--- config.mk ---
export PLATFORM = sky130hd
export DESIGN_NAME = edge_rebuild
export DESIGN_NICKNAME = d
export VERILOG_FILES = /design/src/rtl/edge_rebuild.sv
export SDC_FILE = /design/constraint.sdc
export NUM_CORES = 1
export LEC_CHECK = 0
export BUFFER_PORTS_ARGS = -buffer_cell sky130_fd_sc_hd__buf_2
export CAP_MARGIN = 25
export CORE_UTILIZATION = 25
export CTS_CLUSTER_DIAMETER = 40
export DETAILED_ROUTE_END_ITERATION = 12
export PLACE_DENSITY_LB_ADDON = 0.3
export SYNTH_ARGS = -nofsm -noshare
export SYNTH_HDL_FRONTEND = slang
export SYNTH_SLANG_ARGS = --single-unit
--- constraint.sdc ---
create_clock -name clk -period 5.35 [get_ports clk]
set_input_delay 0.535 -clock clk [delete_from_list [all_inputs] [get_ports clk]]
set_output_delay 0.535 -clock clk [all_outputs]
set_load 0.005 [all_outputs]
--- src/rtl/edge_rebuild.sv ---
// edge_rebuild: rebuilds a debounced level from single-cycle rise/fall/toggle
// request pulses, holding each new level for at least MIN_HIGH / MIN_LOW
// cycles. At most one transition is remembered while a hold runs (in tgt).
// Optional build macro EDGE_REBUILD_PULSE_OUT_EN adds the out_pos/out_neg
// one-cycle pulses that mark each change of lvl_out.
module edge_rebuild #(
    parameter int MIN_HIGH = 4,
    parameter int MIN_LOW  = 4,
    parameter int CNT_W    = 8,
    parameter bit INIT_LVL = 1'b0
) (
    input  logic clk,
    input  logic rst_n,
    input  logic rise_req,
    input  logic fall_req,
    input  logic tog_req,
    output logic lvl_out,
    output logic busy,
    output logic drop_err,
    output logic conflict_err
`ifdef EDGE_REBUILD_PULSE_OUT_EN
    ,
    output logic out_pos,
    output logic out_neg
`endif
);

    localparam logic [1:0] IDLE_LO = 2'd0;
    localparam logic [1:0] HOLD_HI = 2'd1;
    localparam logic [1:0] IDLE_HI = 2'd2;
    localparam logic [1:0] HOLD_LO = 2'd3;

    localparam logic [CNT_W-1:0] HI_LOAD = CNT_W'(MIN_HIGH - 1);
    localparam logic [CNT_W-1:0] LO_LOAD = CNT_W'(MIN_LOW - 1);
    localparam logic [CNT_W-1:0] CNT_ONE = CNT_W'(1);

    logic [1:0]       state;
    logic [CNT_W-1:0] cnt;
    logic             tgt;
    logic [1:0]       n_req;
    logic             multi_req;
    logic             next_tgt;

    // Decode this cycle's requests into the next target level
    always_comb begin
        n_req     = {1'b0, rise_req} + {1'b0, fall_req} + {1'b0, tog_req};
        multi_req = (n_req > 2'd1);
        next_tgt  = tgt;
        if (n_req == 2'd1) begin
            if (rise_req)
                next_tgt = 1'b1;
            else if (fall_req)
                next_tgt = 1'b0;
            else
                next_tgt = ~tgt;
        end
    end

    // A hold is running whenever the counter is non-zero
    assign busy = (cnt != '0);

    // Level FSM: idle states act on the target, hold states only count down
    always_ff @(posedge clk) begin
        if (!rst_n) begin
            state        <= INIT_LVL ? IDLE_HI : IDLE_LO;
            lvl_out      <= INIT_LVL;
            tgt          <= INIT_LVL;
            cnt          <= '0;
            drop_err     <= 1'b0;
            conflict_err <= 1'b0;
        end else begin
            tgt          <= next_tgt;
            conflict_err <= multi_req;
            drop_err     <= 1'b0;
            case (state)
                IDLE_LO: begin
                    if (next_tgt) begin
                        lvl_out <= 1'b1;
                        cnt     <= HI_LOAD;
                        state   <= (MIN_HIGH == 1) ? IDLE_HI : HOLD_HI;
                    end
                end
                IDLE_HI: begin
                    if (!next_tgt) begin
                        lvl_out <= 1'b0;
                        cnt     <= LO_LOAD;
                        state   <= (MIN_LOW == 1) ? IDLE_LO : HOLD_LO;
                    end
                end
                HOLD_HI, HOLD_LO: begin
                    // A request that returns the target to the held level
                    // cancels the remembered transition.
                    drop_err <= (next_tgt == lvl_out) && (tgt != lvl_out);
                    if (cnt > CNT_ONE) begin
                        cnt <= cnt - CNT_ONE;
                    end else begin
                        cnt   <= '0;
                        state <= (state == HOLD_HI) ? IDLE_HI : IDLE_LO;
                    end
                end
                default: begin
                    state <= lvl_out ? IDLE_HI : IDLE_LO;
                    cnt   <= '0;
                end
            endcase
        end
    end

`ifdef EDGE_REBUILD_PULSE_OUT_EN
    // Mark the first cycle of each new level
    always_ff @(posedge clk) begin
        if (!rst_n) begin
            out_pos <= 1'b0;
            out_neg <= 1'b0;
        end else begin
            out_pos <= (state == IDLE_LO) && next_tgt;
            out_neg <= (state == IDLE_HI) && !next_tgt;
        end
    end
`endif

endmodule

==> impl_metrics.yaml <==
timing:
  grt_setup_unrepaired: "false"
  setup_tns_ns: 0
  final_count_of_negative_setup_slack_endpoints: 0
  slew_headroom_pct: 67.7
  fin_crit_ns: 2.28
  max_fclk_mhz: 438
  hold_slack_ns: 0.486
  finClkSkew_ns: 0.00556
  timing.final.ws_setup_ns: 3.07
  period_share_pct: 42.7
  hold_viol: 0
  report.final.slew_viol_count: 0
  least_margin_pin_slew_ns: 0.482
drt:
  drcViolationCount: 0
  route.detailed.wl_per_inst_um: 10.8
  post_detailed_route_count_of_antenna_violating_nets: 0
  detail_route.iter0.violations: 10
  drt_pre_antenna_iters: 4
  vias: 761
  drt-vias-per-instance: 4.85
  drt_wl_total_um: 1700
grt:
  grt_remaining_overflow: 0
  antenna_found_initial: 0
  first_global_vias: 776
  track_usage_pct: 10.3
  grt_start_max_net_pins: 17
  grt_first_pass_wirelength_um: 3310
logic_synthesis:
  synth.cells.most_frequent: "14 x sky130_fd_sc_hd__dfxtp_1, 10 x sky130_fd_sc_hd__inv_1, 7 x sky130_fd_sc_hd__ha_1, 7 x sky130_fd_sc_hd__nand2_1, 6 x sky130_fd_sc_hd__o21ai_0"
  synth_xor_area_share_pct: 0.954
  synthSimpleGateAreaFrac_pct: 29.8
  synth_adder_area_share_pct: 11.7
  predominant_post_synthesis_flop_cell: "sky130_fd_sc_hd__dfxtp_1"
  synth.ff_latch_count: 14
  synthArstFlopShare_pct: 0
  synthMuxAreaShare_pct: 3.27
  cell_with_the_most_instances_after_synthesis: "sky130_fd_sc_hd__dfxtp_1"
  ys_types: 40
  synth.cell_area_sq_um: 918
  synthDominantAreaCellType: "sky130_fd_sc_hd__dfxtp_1"
  net_count_synth: 113
  synthesis.area_per_instance_sq_um: 9.18
  syn_inst: 100
  seq_area_frac_synth_pct: 30.5
  synth_top_family_by_area: "simple AND/OR/NAND/NOR gates"
  share_of_the_synthesized_area_in_compound_gates_ao_oa_aoi_oai_pct: 19.2
  ys_top_cells_by_area: "sky130_fd_sc_hd__dfxtp_1 31%, sky130_fd_sc_hd__ha_1 9.5%, sky130_fd_sc_hd__inv_1 4.1%"
  synth_warnings: 0
  synth_top_area_share_pct: 30.5
  synth-edff-count: 0
pwr:
  p_leak_uw: 0.000447
  irDropWorstVdd_mv: 0.238
  powerDensity_nw_per_um2: 544
place:
  rd_place_congestion: 0.719
  dp_cells: 153
  dp_hpwl_um: 1330
  numPortBuffers: 8
  preCtsSetupSlack_ns: 2.77
layout:
  final_cell_count_no_fill: 157
  final_net_count: 125
  areaGrowthSynthToFinish_pct: 14.2
  diode_count: 0
  fraction_of_final_layout_cells_sized_beyond_drive_strength_1_pct: 19.8
  filler_cell_count: 386
outcome:
  status: "finished, final reports clean"
setup_path:
  worstSetupEndpointType: "flip-flop"
  worst_setup_path_start_kind: "input port"
  gate_family_responsible_for_the_most_delay_along_the_worst_path: "simple AND/OR/NAND/NOR gates"
  critical_path_data_arrival_time_ns: 2.47
  path_class: "in -> reg"
  cpMaxStageDelayCell: "sky130_fd_sc_hd__fa_1"
  critical_path.n_buffers_inverters: 2
  critical_path_peak_fanout: 8
  required_ns: 5.54
  critPathMaxStageDelay_ns: 0.60
  critical_path.cell_chain: "buf_2 -> inv_1 -> fa_1 -> and2b_2 -> nand3_2 -> nor3b_2 -> o221ai_1 -> o211a_1"
clock_tree:
  cts_tree: "done"
  number_of_buffers_on_the_longest_clock_path: 2
  cts_hold_repair.buffers: 0
  cts_setup_buffers: 0
  tritoncts.num_buffers: 3
  h-tree-depth: 1
  clk_root_buffer_cell: "sky130_fd_sc_hd__clkbuf_4"
  tritoncts_num_sinks: 14
  cts_resized: 0
  path_clk_slew_ns: 0.09
  clk-insertion-delay-late_ns: 0.28
floorplan:
  die_h_um: 62.6
  start_util_pct: 26.9
  die_w_um: 62.6
  dieArea_sq_um: 3920
  fp-row-count: 21
  design.core.area_sq_um: 3420
  ios: 9
run:
  max-cap-violations: 0
hold_path:
  min_path_type: "reg -> reg"
-- cell usage in the layout (no fill, tap or decap), drive strengths merged, types with 2 or more instances in the layout --
master,netlist,final
a21boi,2,2
a21oi,5,5
buf,0,8
clkbuf,1,4
dfxtp,14,14
ha,7,7
inv,10,10
mux2i,3,3
nand2,7,7
nand3,3,3
nand4,3,3
nor2,6,6
nor2b,3,3
nor3,4,4
nor3b,2,2
o211a,3,3
o21ai,6,6
o221ai,2,2
o31a,2,2
-- tightest hold or removal path, stage by stage, from the launching register on --
cell and delay (ns):
sky130_fd_sc_hd__dfxtp_1 0.32, sky130_fd_sc_hd__o21ai_0 0.07, sky130_fd_sc_hd__a21boi_1 0.06
-- power breakdown --
part / internal (uW) / leakage [uW] / switching (uW)
Combinational: 138 / 0.000311 / 180
Clock: 41.4 / 0.0000210 / 35.8
Sequential: 137 / 0.000115 / 37.6
-- worst paths after layout --
kind / end / slack (ns) / start / cells past startpoint
setup reg to reg: cnt[3]$_SDFFE_PN0P_ / 3.32 / cnt[0]$_SDFFE_PN0P_ / 7
hold / removal: cnt[7]$_SDFFE_PN0P_ / 0.49 / cnt[7]$_SDFFE_PN0P_ / 2
hold reg to reg: cnt[7]$_SDFFE_PN0P_ / 0.49 / cnt[7]$_SDFFE_PN0P_ / 2
setup / recovery: cnt[1]$_SDFFE_PN0P_ / 3.07 / rise_req / 8
-- sequential cells by signal, summed over array words and instances, names as in the netlist --
register	flops
drop_err	1
state	2
cnt	8
conflict_err	1
lvl_out	1
tgt	1
-- metrics by stage --
stage               total power (uW)  utilization (%)  instance area, sq um
floorplan                        423                -                   918
global placement                 490             29.6                  1010
detailed placement               496             29.6                  1010
CTS                              576             30.7                  1050
global route                     636             30.7                  1050
finish                           570             30.7                  1050
-- layout make-up --
type	instances	area, sq um	share of cell area [%]
inverter	10	37.5	3.58
clock buffer	4	36.3	3.46
tap	46	57.6	5.49
timing repair buffer	8	40.0	3.82
multi-input combinational	75	597	56.9
sequential	14	280	26.7
-- logic make-up (layout without fill, tap and decap cells) --
kind of cell,Yosys count,count (layout)
simple gates,39,39
mux,3,3
buf+inv,11,22
flops,14,14
compound gates,24,24
xor+xnor,1,1
fa+ha+maj,8,8
-- layer usage --
metal / vias to the layer above / part of all wire, % / track usage (%)
met5: - / 0 / 0
met1: 365 / 51 / 13.5
met3: 2 / 3.6 / 2.55
met2: 9 / 44 / 16.6
li1: 385 / - / -
met4: 0 / 0.76 / 2.62
Note: power is estimated with default switching activity, not from simulation.
